[src/rtl/ifetch_axi.sv]
// ifetch_axi -- instruction fetch unit that issues one 64-bit AXI read per
// instruction and selects the 32-bit half addressed by pc[2].
//
// Ports:
//   clk, rst            clock, asynchronous active-high reset
//   pc_i                fetch PC from the fetch stage
//   jump_en_i           redirect; pc_i carries the new target from the next edge
//   hazard_stop_i       downstream stall
//   instr_o             fetched instruction word (held outside VALID)
//   instr_valid_o       instr_o is valid
//   ifetch_en_o         instruction consumed this cycle; fetch stage advances pc
//   fetch_fault_o       delivered word replaced NOP_INSTR due to an error response
//   araddr_o/arvalid_o/arready_i             AXI read-address channel
//   rdata_i/rresp_i/rvalid_i/rready_o        AXI read-data channel
module ifetch_axi #(
   parameter logic [31:0] NOP_INSTR = 32'h00000013
) (
   input  logic        clk,
   input  logic        rst,
   input  logic [63:0] pc,
   input  logic        jump_en,
   input  logic        hazard_stop,
   output logic [31:0] instr,
   output logic        instr_valid,
   output logic        ifetch_en,
   output logic        fetch_fault,
   output logic [63:0] araddr,
   output logic        arvalid,
   input  logic        arready,
   input  logic [63:0] rdata,
   input  logic [1:0]  rresp,
   input  logic        rvalid,
   output logic        rready
);

   typedef enum logic [1:0] {LOAD, ADDR, DATA, VALID} state_e;

   state_e      state_q;
   logic [63:0] araddr_q;
   logic [31:0] instr_q;
   logic        sel_q, kill_q, fault_q, arvalid_q, rready_q, valid_q;

   // Only 8-byte aligned beats are requested; the low PC bits carry no information.
   logic unused_pc;
   assign unused_pc = ^pc[1:0];

   always_ff @(posedge clk or posedge rst) begin
      if (rst) begin
         state_q   <= LOAD;
         araddr_q  <= '0;
         instr_q   <= '0;
         sel_q     <= 1'b0;
         kill_q    <= 1'b0;
         fault_q   <= 1'b0;
         arvalid_q <= 1'b0;
         rready_q  <= 1'b0;
         valid_q   <= 1'b0;
      end else begin
         case (state_q)
            LOAD: begin
               // Latch every cycle so a redirect seen here is picked up next cycle.
               araddr_q <= {pc[63:3], 3'b000};
               sel_q    <= pc[2];
               kill_q   <= 1'b0;
               if (!jump_en) begin
                  state_q   <= ADDR;
                  arvalid_q <= 1'b1;
               end
            end
            ADDR: begin
               // The request cannot be withdrawn; a redirect only marks it stale.
               if (jump_en) kill_q <= 1'b1;
               if (arready) begin
                  arvalid_q <= 1'b0;
                  rready_q  <= 1'b1;
                  state_q   <= DATA;
               end
            end
            DATA: begin
               if (jump_en) kill_q <= 1'b1;
               if (rvalid) begin
                  rready_q <= 1'b0;
                  if (kill_q || jump_en) begin
                     // Stale response: drop it and refetch from the new pc.
                     kill_q  <= 1'b0;
                     state_q <= LOAD;
                  end else begin
                     valid_q <= 1'b1;
                     state_q <= VALID;
                     fault_q <= (rresp != 2'b00);
                     instr_q <= (rresp != 2'b00) ? NOP_INSTR
                              : (sel_q ? rdata[63:32] : rdata[31:0]);
                  end
               end
            end
            VALID: begin
               // Redirect wins over a stall; otherwise leave once consumed.
               if (jump_en || !hazard_stop) begin
                  valid_q <= 1'b0;
                  fault_q <= 1'b0;
                  kill_q  <= 1'b0;
                  state_q <= LOAD;
               end
            end
         endcase
      end
   end

   assign araddr      = araddr_q;
   assign arvalid     = arvalid_q;
   assign rready      = rready_q;
   assign instr       = instr_q;
   assign instr_valid = valid_q;
   assign fetch_fault = fault_q;
   assign ifetch_en   = valid_q & ~hazard_stop & ~jump_en;

endmodule

[config.mk]
export PLATFORM = sky130hd
export DESIGN_NAME = ifetch_axi
export DESIGN_NICKNAME = d
export VERILOG_FILES = /design/src/rtl/ifetch_axi.sv
export SDC_FILE = /design/constraint.sdc
export NUM_CORES = 1
export LEC_CHECK = 0
export CAP_MARGIN = 20
export CORE_MARGIN = 5
export CORE_UTILIZATION = 39
export CTS_CLUSTER_SIZE = 12
export DETAILED_ROUTE_END_ITERATION = 10
export PLACE_DENSITY = 0.91
export SLEW_MARGIN = 20
export SYNTH_ARGS = -nofsm -noshare
export SYNTH_HDL_FRONTEND = slang
export SYNTH_SLANG_ARGS = --single-unit
[constraint.sdc]
create_clock -name clk -period 4.1 [get_ports clk]
set_input_delay 0.615 -clock clk [delete_from_list [all_inputs] [get_ports clk]]
set_output_delay 0.615 -clock clk [all_outputs]
set_load 0.02 [all_outputs]
==> qor.csv <==
stage,metric,value,unit
floorplan,start_util,39.7,%
synthesis,synth.avg_cell_area,13.3,sq um
global_routing,grt_pass1_vias,3708,
timing,rsz0062_at_grt,no,
timing,hold_ws,0.488,ns
synthesis,synthArstFlopShare,100,%
timing,slew_headroom,35.5,%
floorplan,pin_count,237,
worst_hold_path,min_path_cells,2,
synthesis,synth_edf_count,0,
worst_setup_path,crit_path_frequent_cell,clkdlybuf4s50_1,
finish,seq_area,2530,sq um
worst_setup_path,critPathMaxFanout,6,
timing,slew_viol_final,0,
worst_setup_path,cp_top_family,buffers and inverters,
floorplan,core_area,10800,sq um
timing,setup_viol,0,
finish,num_antenna_cells,0,
finish,final_common_cell,clkdlybuf4s50_1,
worst_setup_path,reg2reg_depth,4,
synthesis,synth_top_family_by_area,multiplexers,
placed_design,port_buffers,231,
clocking,ctsResizeCount,0,
finish,area_growth,60.9,%
global_routing,track_usage,18.2,%
floorplan,die_w,115,microns
synthesis,synth-xor-area-share,0,%
finish,final_cell_area,6890,sq um
global_routing,grt_pass1_wl,18900,microns
synthesis,synth_top_area_share,59.0,%
worst_setup_path,arrival,2.04,ns
drt,wl_per_cell,17.5,microns
synthesis,synth_seq_cells,101,
worst_setup_path,crit_type,in -> out,
global_routing,grt_max_degree,60,
clocking,cts_tree,yes,
finish,fin_util,63.8,%
timing,fmax,0.377,GHz
placed_design,globalplace.congestion,0.825,
finish,layout_common_cells,"clkdlybuf4s50_1 (231), dfrtp_1 (100), mux2_2 (66), nand2_1 (34), o21ai_0 (32)",
drt,viasPerCell,4.85,
job,maxCapViolCount,0,
timing,setup_tns,0,ns
synthesis,synth_cell_types,30,
timing,layout_min_cycle_time,2.65,ns
drt,ant_nets,0,
drt,firstDrtPassIters,4,
worst_setup_path,r2r_slack,1.68,ns
worst_setup_path,end_kind,output port,
floorplan,die-height,115,microns
timing,skew,0.0117,ns
worst_hold_path,hold_class,reg -> reg,
clocking,cts.sinks,101,
placed_design,hpwl,9390,microns
placed_design,place_area,6680,sq um
synthesis,synth_compound_area_share,6.43,%
timing,min_period_over_period,64.7,%
worst_setup_path,cp.required,3.48,ns
timing,hold_viol,0,
synthesis,synth-simple-area-share,5.00,%
timing,worst_slew_pin_slew,0.968,ns
drt,drc,0,
synthesis,yosysTopAreaCell,dfrtp_1,
worst_setup_path,crit_slowest_cell,clkdlybuf4s50_1,
synthesis,netlist_top_cells_area,"dfrtp_1 (59%), mux2_2 (17%), mux2i_1 (7.0%)",
worst_setup_path,start_kind,primary input,
finish,nets,692,
finish,fill_cells,860,
drt,totalWireLength,12100,microns
worst_setup_path,max_stage_delay,0.63,ns
clocking,cts_root_buffer,clkbuf_8,
finish,layout-drive-gt1-share,17.5,%
synthesis,synth_cells,323,
drt,first_iter_violations,114,
worst_setup_path,crit_buf_inv,2,
clocking,clock_path_buffers,2,
clocking,post_cts_buffers,0,
synthesis,muxShareOfSynthArea,24.4,%
clocking,cts_hold_buf,0,
power_and_ir_drop,ir_drop,0.000426,V
finish,multiInputGateArea,1630,sq um
status,status,finished clean,
clocking,numCtsBuffers,9,
synthesis,ys_warn_count,0,
clocking,htree_levels,3,
worst_setup_path,r2r-start,state_q[0],
worst_hold_path,min_to,instr[11],
global_routing,grt_overflow,0,
global_routing,antenna_found_initial,0,
worst_setup_path,rr_endpoint,araddr[42],
clocking,clkSlewWorstSetupHoldPaths,0.10,ns
power_and_ir_drop,leakage,2.90,nW
floorplan,dieArea,13200,sq um
synthesis,syn_area,4280,sq um
worst_setup_path,path_cells,clkdlybuf4s50_1 > nor3_1 > clkdlybuf4s50_1,
synthesis,ys.flop_type,dfrtp_1,
floorplan,core.rowCount,38,
clocking,clk_latency,0.36,ns
power_and_ir_drop,power_density,760,nW/um^2
drt,via_count,3372,
worst_hold_path,hp-start,instr[11],
synthesis,ys_seq_area_share,59.0,%
synthesis,synth-adder-area-share,1.75,%
## worst reg2reg max path: cells and delay by family, from the launching register on
family     cells  cell delay (ns)
fa+ha+maj      1             0.86
mux            1             0.39
buf+inv        2             0.65
flops          1             0.42
## how the worst max path moves through the flow
| stage | startpoint | endpoint | slack [ns] | cells past startpoint |
|---|---|---|---|---|
| 2_1_floorplan | rst | araddr[10] | 0.84 | 1 |
| 3_3_place_gp | jump_en | instr[19] | 1.46 | 5 |
| 3_5_place_dp | jump_en | instr[24] | 1.34 | 5 |
| 4_1_cts | jump_en | ifetch_en | 1.45 | 3 |
| 6_report | jump_en | ifetch_en | 1.45 | 3 |
| 5_1_grt | jump_en | ifetch_en | 1.39 | 3 |
## area by class of cell
cell class,count,share of cell area (%)
Sequential cell,101,36.7
Tap cell,140,2.54
Multi-Input combinational cell,199,23.6
Clock buffer,9,1.80
Clock inverter,7,1.14
Timing Repair Buffer,234,33.9
Inverter,5,0.309
## through the flow
step | power (mW) | setup slack [ns] | instances
6_report | 5.23 | 1.45 | 695
5_1_grt | 5.54 | 1.39 | 695
4_1_cts | 5.30 | 1.45 | 695
3_5_place_dp | 4.65 | 1.34 | 679
3_3_place_gp | 4.54 | 1.46 | 679
2_1_floorplan | 3.33 | 0.838 | 325
## synth_stat cells (2+ instances only)
cell type,n
o22a_2,3
buf_2,13
o21ai_0,32
nor2_1,3
nand2b_1,3
nand2_1,34
buf_6,3
dfrtp_1,101
inv_1,5
a21oi_1,4
ha_1,6
mux2i_1,30
mux2_2,66
buf_4,3
nand3_1,2
## registers in the layout, summed over array words and instances, names as in the netlist
name	count
araddr	61
instr	32
state_q	2
arvalid	1
fetch_fault	1
instr_valid	1
kill_q	1
rready	1
sel_q	1
## routing by layer
metal / up-vias / part of all wire [%] / track usage [%]
met5: - / 0 / 0
met4: 0 / 3.3 / 7.82
met3: 29 / 6.9 / 4.53
met2: 139 / 54 / 32.9
met1: 1635 / 36 / 20.1
li1: 1569 / - / -
## where the power goes
part | switching (mW) | leakage, nW | internal [mW] | total [mW]
sequential | 0.326 | 1.23 | 1.48 | 1.80
clock | 0.358 | 0.0929 | 0.289 | 0.647
combinational | 1.29 | 1.58 | 1.50 | 2.78
total | 1.97 | 2.90 | 3.26 | 5.23
## kinds of logic after synthesis
logic type | count (synthesis)
other | 1
adder cells (fa/ha/maj) | 6
flip-flops | 101
AND/OR/NAND/NOR | 47
buffers and inverters | 25
AO/OA/AOI/OAI | 47
multiplexers | 96
Note: power is estimated with default switching activity, not from simulation.
